File: config.mk
export PLATFORM = sky130hd
export DESIGN_NAME = jk_ff_bank
export DESIGN_NICKNAME = d
export VERILOG_FILES = /design/src/rtl/jk_pkg.sv /design/src/rtl/jk_cell.sv /design/src/rtl/jk_ff_bank.sv
export SDC_FILE = /design/constraint.sdc
export NUM_CORES = 1
export LEC_CHECK = 0
export ABC_AREA = 1
export BUFFER_PORTS_ARGS = -buffer_cell sky130_fd_sc_hd__buf_2
export CORE_MARGIN = 3
export CORE_UTILIZATION = 40
export CTS_CLUSTER_SIZE = 20
export DETAILED_ROUTE_END_ITERATION = 7
export PLACE_DENSITY_LB_ADDON = 0.3
export SETUP_SLACK_MARGIN = 0.15
export SLEW_MARGIN = 25
export SYNTH_ARGS = -nofsm -noshare
export SYNTH_HDL_FRONTEND = slang
export SYNTH_SLANG_ARGS = --single-unit
File: constraint.sdc
create_clock -name clk -period 4.5 [get_ports clk]
set_input_delay 0.9 -clock clk [delete_from_list [all_inputs] [get_ports clk]]
set_output_delay 0.9 -clock clk [all_outputs]
set_load 0.05 [all_outputs]
File: src/rtl/jk_pkg.sv
// JK flag bank shared definitions: command encoding and the per-bit next-state helper.
package jk_pkg;

  localparam int unsigned JK_CMD_W = 2;

  typedef logic [JK_CMD_W-1:0] jk_cmd_t;

  localparam jk_cmd_t JK_HOLD   = 2'b00;
  localparam jk_cmd_t JK_RESET  = 2'b01;
  localparam jk_cmd_t JK_SET    = 2'b10;
  localparam jk_cmd_t JK_TOGGLE = 2'b11;

  // Next value of one JK bit for a given {j,k} command and current state.
  function automatic logic jk_next(input jk_cmd_t cmd, input logic q);
    logic nxt;
    nxt = q;
    case (cmd)
      JK_HOLD:   nxt = q;
      JK_RESET:  nxt = 1'b0;
      JK_SET:    nxt = 1'b1;
      JK_TOGGLE: nxt = ~q;
      default:   nxt = q;
    endcase
    return nxt;
  endfunction

endpackage : jk_pkg

File: src/rtl/jk_cell.sv
// Single-bit JK flip-flop with parallel load and global enable.
// Exposes its combinational next state so the parent can derive edge pulses
// and change detection without a second register stage.
module jk_cell
  import jk_pkg::*;
#(
  parameter logic RST_VAL = 1'b0
) (
  input  logic clk,
  input  logic rst_n,
  input  logic en,
  input  logic load,
  input  logic load_val,
  input  logic j,
  input  logic k,
  output logic q,
  output logic q_nxt_c
);

  // Next state: load beats enable; disabled cell holds.
  always_comb begin
    q_nxt_c = q;
    if (load) begin
      q_nxt_c = load_val;
    end else if (en) begin
      q_nxt_c = jk_next(jk_cmd_t'({j, k}), q);
    end
  end

  // State register.
  always_ff @(posedge clk or negedge rst_n) begin
    if (!rst_n) begin
      q <= RST_VAL;
    end else begin
      q <= q_nxt_c;
    end
  end

endmodule : jk_cell

File: src/rtl/jk_ff_bank.sv
// WIDTH-channel JK flag bank with parallel load, registered rise/fall pulses
// and a saturating count of edges on which any flag changed.
// Optional: define JK_FF_BANK_PARITY_EN to add q_par, the registered parity of q.
module jk_ff_bank
  import jk_pkg::*;
#(
  parameter int unsigned       WIDTH   = 8,
  parameter logic [WIDTH-1:0]  RST_VAL = {WIDTH{1'b0}},
  parameter int unsigned       CNT_W   = 16
) (
  input  logic             clk,
  input  logic             rst_n,
  input  logic             en,
  input  logic             load,
  input  logic [WIDTH-1:0] load_val,
  input  logic [WIDTH-1:0] j,
  input  logic [WIDTH-1:0] k,
  input  logic             chg_cnt_clr,
  output logic [WIDTH-1:0] q,
  output logic [WIDTH-1:0] q_rise,
  output logic [WIDTH-1:0] q_fall,
  output logic [CNT_W-1:0] chg_cnt
`ifdef JK_FF_BANK_PARITY_EN
  ,
  output logic             q_par
`endif
);

  localparam logic [CNT_W-1:0] CNT_MAX = {CNT_W{1'b1}};

  logic [WIDTH-1:0] q_nxt;
  logic             any_chg;

  // One JK cell per channel.
  for (genvar i = 0; i < WIDTH; i++) begin : g_cell
    jk_cell #(
      .RST_VAL (RST_VAL[i])
    ) u_cell (
      .clk      (clk),
      .rst_n    (rst_n),
      .en       (en),
      .load     (load),
      .load_val (load_val[i]),
      .j        (j[i]),
      .k        (k[i]),
      .q        (q[i]),
      .q_nxt_c  (q_nxt[i])
    );
  end

  // Any channel about to change on this edge; many bits still count once.
  always_comb begin
    any_chg = 1'b0;
    any_chg = (q_nxt != q);
  end

  // Edge pulses registered alongside q so they line up with the new value.
  always_ff @(posedge clk or negedge rst_n) begin
    if (!rst_n) begin
      q_rise <= '0;
      q_fall <= '0;
    end else begin
      q_rise <= q_nxt & ~q;
      q_fall <= ~q_nxt & q;
    end
  end

  // Saturating change counter; clear wins over a same-edge change.
  always_ff @(posedge clk or negedge rst_n) begin
    if (!rst_n) begin
      chg_cnt <= '0;
    end else if (chg_cnt_clr) begin
      chg_cnt <= '0;
    end else if (any_chg && (chg_cnt != CNT_MAX)) begin
      chg_cnt <= chg_cnt + CNT_W'(1);
    end
  end

`ifdef JK_FF_BANK_PARITY_EN
  // Parity of the next state, so it matches ^q in the same cycle.
  always_ff @(posedge clk or negedge rst_n) begin
    if (!rst_n) begin
      q_par <= ^RST_VAL;
    end else begin
      q_par <= ^q_nxt;
    end
  end
`endif

endmodule : jk_ff_bank

==> impl_metrics.sql <==
INSERT INTO impl_metrics (metric_group, metric, value, unit) VALUES
('synthesis', 'syn_area', '0.00220', 'mm²'),
('sta', 'timing.final.crit_period', '2.84', 'ns'),
('drt', 'dr.first_iter.drc_count', '119', ''),
('die', 'die_x', '80.1', 'µm'),
('clocking', 'ctsRootBufferMaster', 'clkbuf_8', ''),
('sta', 'layout_worst_path_cycle_share', '0.630', ''),
('placement', 'routabilityCongestion', '0.856', ''),
('run', 'number_of_max_cap_violations', '0', ''),
('clocking', 'cts_inserted_buffers', '5', ''),
('grt', 'antenna_found_initial', '0', ''),
('hold_path', 'origin_of_the_worst_min_delay_path', 'chg_cnt[1]', ''),
('clocking', 'ctsResizeCount', '0', ''),
('placement', 'dpl_cell_area', '0.00253', 'mm²'),
('drt', 'drt_drc_violations_left', '0', ''),
('setup_path', 'critPathMaxFanout', '16', ''),
('die', 'area_of_the_core', '0.00520', 'mm²'),
('sta', 'final_setup_skew', '0.00789', 'ns'),
('final_layout', 'layout.cells.most_common', 'nand2_1', ''),
('synthesis', 'portion_of_the_post_synthesis_area_used_by_sequential_elements', '0.456', ''),
('setup_path', 'r2r_setup_slack', '2.16', 'ns'),
('setup_path', 'cp-start-kind', 'input port', ''),
('grt', 'grt_first_pass_wirelength', '8.07', 'mm'),
('setup_path', 'critPathCaptureType', 'register', ''),
('grt', 'grt_pass1_vias', '1820', ''),
('final_layout', 'layout-drive-gt1-share', '0.252', ''),
('sta', 'achievable-frequency', '0.353', 'GHz'),
('synthesis', 'synthesis.instances', '268', ''),
('power_and_ir_drop', 'vdd_drop_max', '0.155', 'mV'),
('sta', 'worstMarginPinSlew', '0.883', 'ns'),
('grt', 'grt_max_degree', '41', ''),
('power_and_ir_drop', 'clkPwrFrac', '0.285', ''),
('power_and_ir_drop', 'p_seq_frac', '0.481', ''),
('synthesis', 'synth.distinct_cells', '21', ''),
('grt', 'grt_remaining_overflow', '0', ''),
('setup_path', 'timing_worst_setup_path_type', 'in -> reg', ''),
('clocking', 'max-clock-path-buffers', '2', ''),
('synthesis', 'synth.net_count', '314', ''),
('clocking', 'tritoncts', 'yes', ''),
('drt', 'antenna_left', '0', ''),
('drt', 'wl', '4.55', 'mm'),
('clocking', 'clkSinkCount', '40', ''),
('setup_path', 'r2r_cells', '14', ''),
('clocking', 'cts_max_level', '2', ''),
('power_and_ir_drop', 'power.internal', '0.541', 'mW'),
('synthesis', 'synth_largest_area_cell', 'dfrtp_1', ''),
('setup_path', 'terminus_of_the_critical_flop_to_flop_path', 'chg_cnt[9]', ''),
('sta', 'setup_repair_after_global_routing_missed_its_margin', 'false', ''),
('synthesis', 'synth-seq-cells', '40', ''),
('final_layout', 'num-nets-final', '375', ''),
('final_layout', 'area_delta_synth_final', '19.3', '%'),
('final_layout', 'most-common-layout-cells', '75 x nand2_1, 68 x buf_2, 40 x dfrtp_1, 34 x inv_1, 31 x nand3_1', ''),
('clocking', 'cts_hold_buf', '0', ''),
('synthesis', 'synth_area_per_cell', '8.19', 'µm²'),
('run_status', 'status', 'completed', ''),
('final_layout', 'multiInputGateArea', '975', 'µm²'),
('die', 'die_area', '0.00641', 'mm²'),
('setup_path', 'worst_ep_arrival_time', '3.01', 'ns'),
('final_layout', 'post-route-cell-area', '0.00262', 'mm²'),
('die', 'io_count', '69', ''),
('sta', 'final-hold-violation-count', '0', ''),
('power_and_ir_drop', 'total_leakage_power', '1.47', 'nW'),
('hold_path', 'worstHoldPathCells', '2', ''),
('setup_path', 'timing.rr.start', 'g_cell[2].u_cell.q', ''),
('die', 'initial_core_util', '0.422', ''),
('setup_path', 'cp_data_required_time', '4.68', 'ns'),
('power_and_ir_drop', 'netSwitchingFraction', '0.348', ''),
('drt', 'routed-via-count', '1869', ''),
('placement', 'portBuffers', '68', ''),
('placement', 'dp_hpwl', '3.52', 'mm'),
('synthesis', 'yosys.area.top_type_share', '0.456', ''),
('hold_path', 'holdCritPathClass', 'reg -> reg', '');
==> critical path, cell delays in order <==
cell,delay (ns)
buf_2,0.09
inv_1,0.28
nand3_1,0.12
o21ai_0,0.14
inv_1,0.11
ha_1,0.28
nand2_1,0.07
nor2_1,0.05
nand2_1,0.11
inv_1,0.06
nor2_2,0.49
nor2_4,0.15
nand2_1,0.09
nand2_1,0.06
==> power groups by stage <==
stage,clock (mW),combinational [mW],sequential (mW)
after floorplan,0,0.0872,0.467
after global placement,0,0.196,0.406
after detailed placement,0,0.197,0.406
after CTS,0.243,0.198,0.400
after global routing,0.259,0.214,0.403
final,0.236,0.195,0.399
==> logic make-up after synthesis <==
family	Yosys count	share of synthesized area
adder cells (fa/ha/maj)	17	0.0969
buffers and inverters	48	0.100
AND/OR/NAND/NOR	144	0.299
flip-flops	40	0.456
AO/OA/AOI/OAI	16	0.0365
XOR/XNOR	3	0.0120
==> metal layers <==
metal	track usage	vias up	share of wire
met4	0.0405	0	0.012
met3	0.0504	5	0.073
met5	0	-	0
li1	-	962	-
met1	0.196	843	0.46
met2	0.263	59	0.45
==> synthesized netlist by cell type <==
master    instances
nand2_2           1
buf_2             2
xor2_1            3
o21ai_1           5
inv_1            34
buf_4             8
nor2_1           18
clkbuf_1          1
buf_1             2
a21oi_1           1
nand3_1          31
nand4_1          11
nand3b_1          1
o21ai_0          10
ha_1             17
buf_6             1
nand2_1          75
dfrtp_1          40
nand2_4           1
nor2_2            2
nor2_4            4
==> state kept, by name, summed over array words and instances, names as in the netlist <==
name	count
g_cell.u_cell.q	8
chg_cnt	16
q_rise	8
q_fall	8
==> worst max-delay path by stage <==
| stage | start | endpoint | slack, ns | cells after the start |
|---|---|---|---|---|
| final | load | chg_cnt[9] | 1.66 | 14 |
| after global routing | load | chg_cnt[9] | 1.33 | 14 |
| after detailed placement | load | chg_cnt[9] | 1.31 | 14 |
| after CTS | load | chg_cnt[9] | 1.62 | 14 |
| after global placement | load | chg_cnt[10] | 1.36 | 14 |
| after floorplan | en | chg_cnt[7] | 1.74 | 16 |
==> cell type report <==
class                           count  area share
Multi-Input combinational cell    180       0.372
Timing Repair Buffer               68       0.130
Clock inverter                      2     0.00621
Clock buffer                        6      0.0277
Tap cell                           70      0.0334
Inverter                           34      0.0487
Sequential cell                    40       0.382
==> through the flow <==
step | setup WS (ns) | util | instances | total power, mW
finish | 1.66 | 0.503 | 400 | 0.830
global route | 1.33 | 0.503 | 400 | 0.876
CTS | 1.62 | 0.503 | 400 | 0.841
detailed placement | 1.31 | 0.486 | 392 | 0.603
global placement | 1.36 | 0.486 | 392 | 0.603
floorplan | 1.74 | - | 268 | 0.554
No activity file was read; power rests on OpenSTA's default activity.
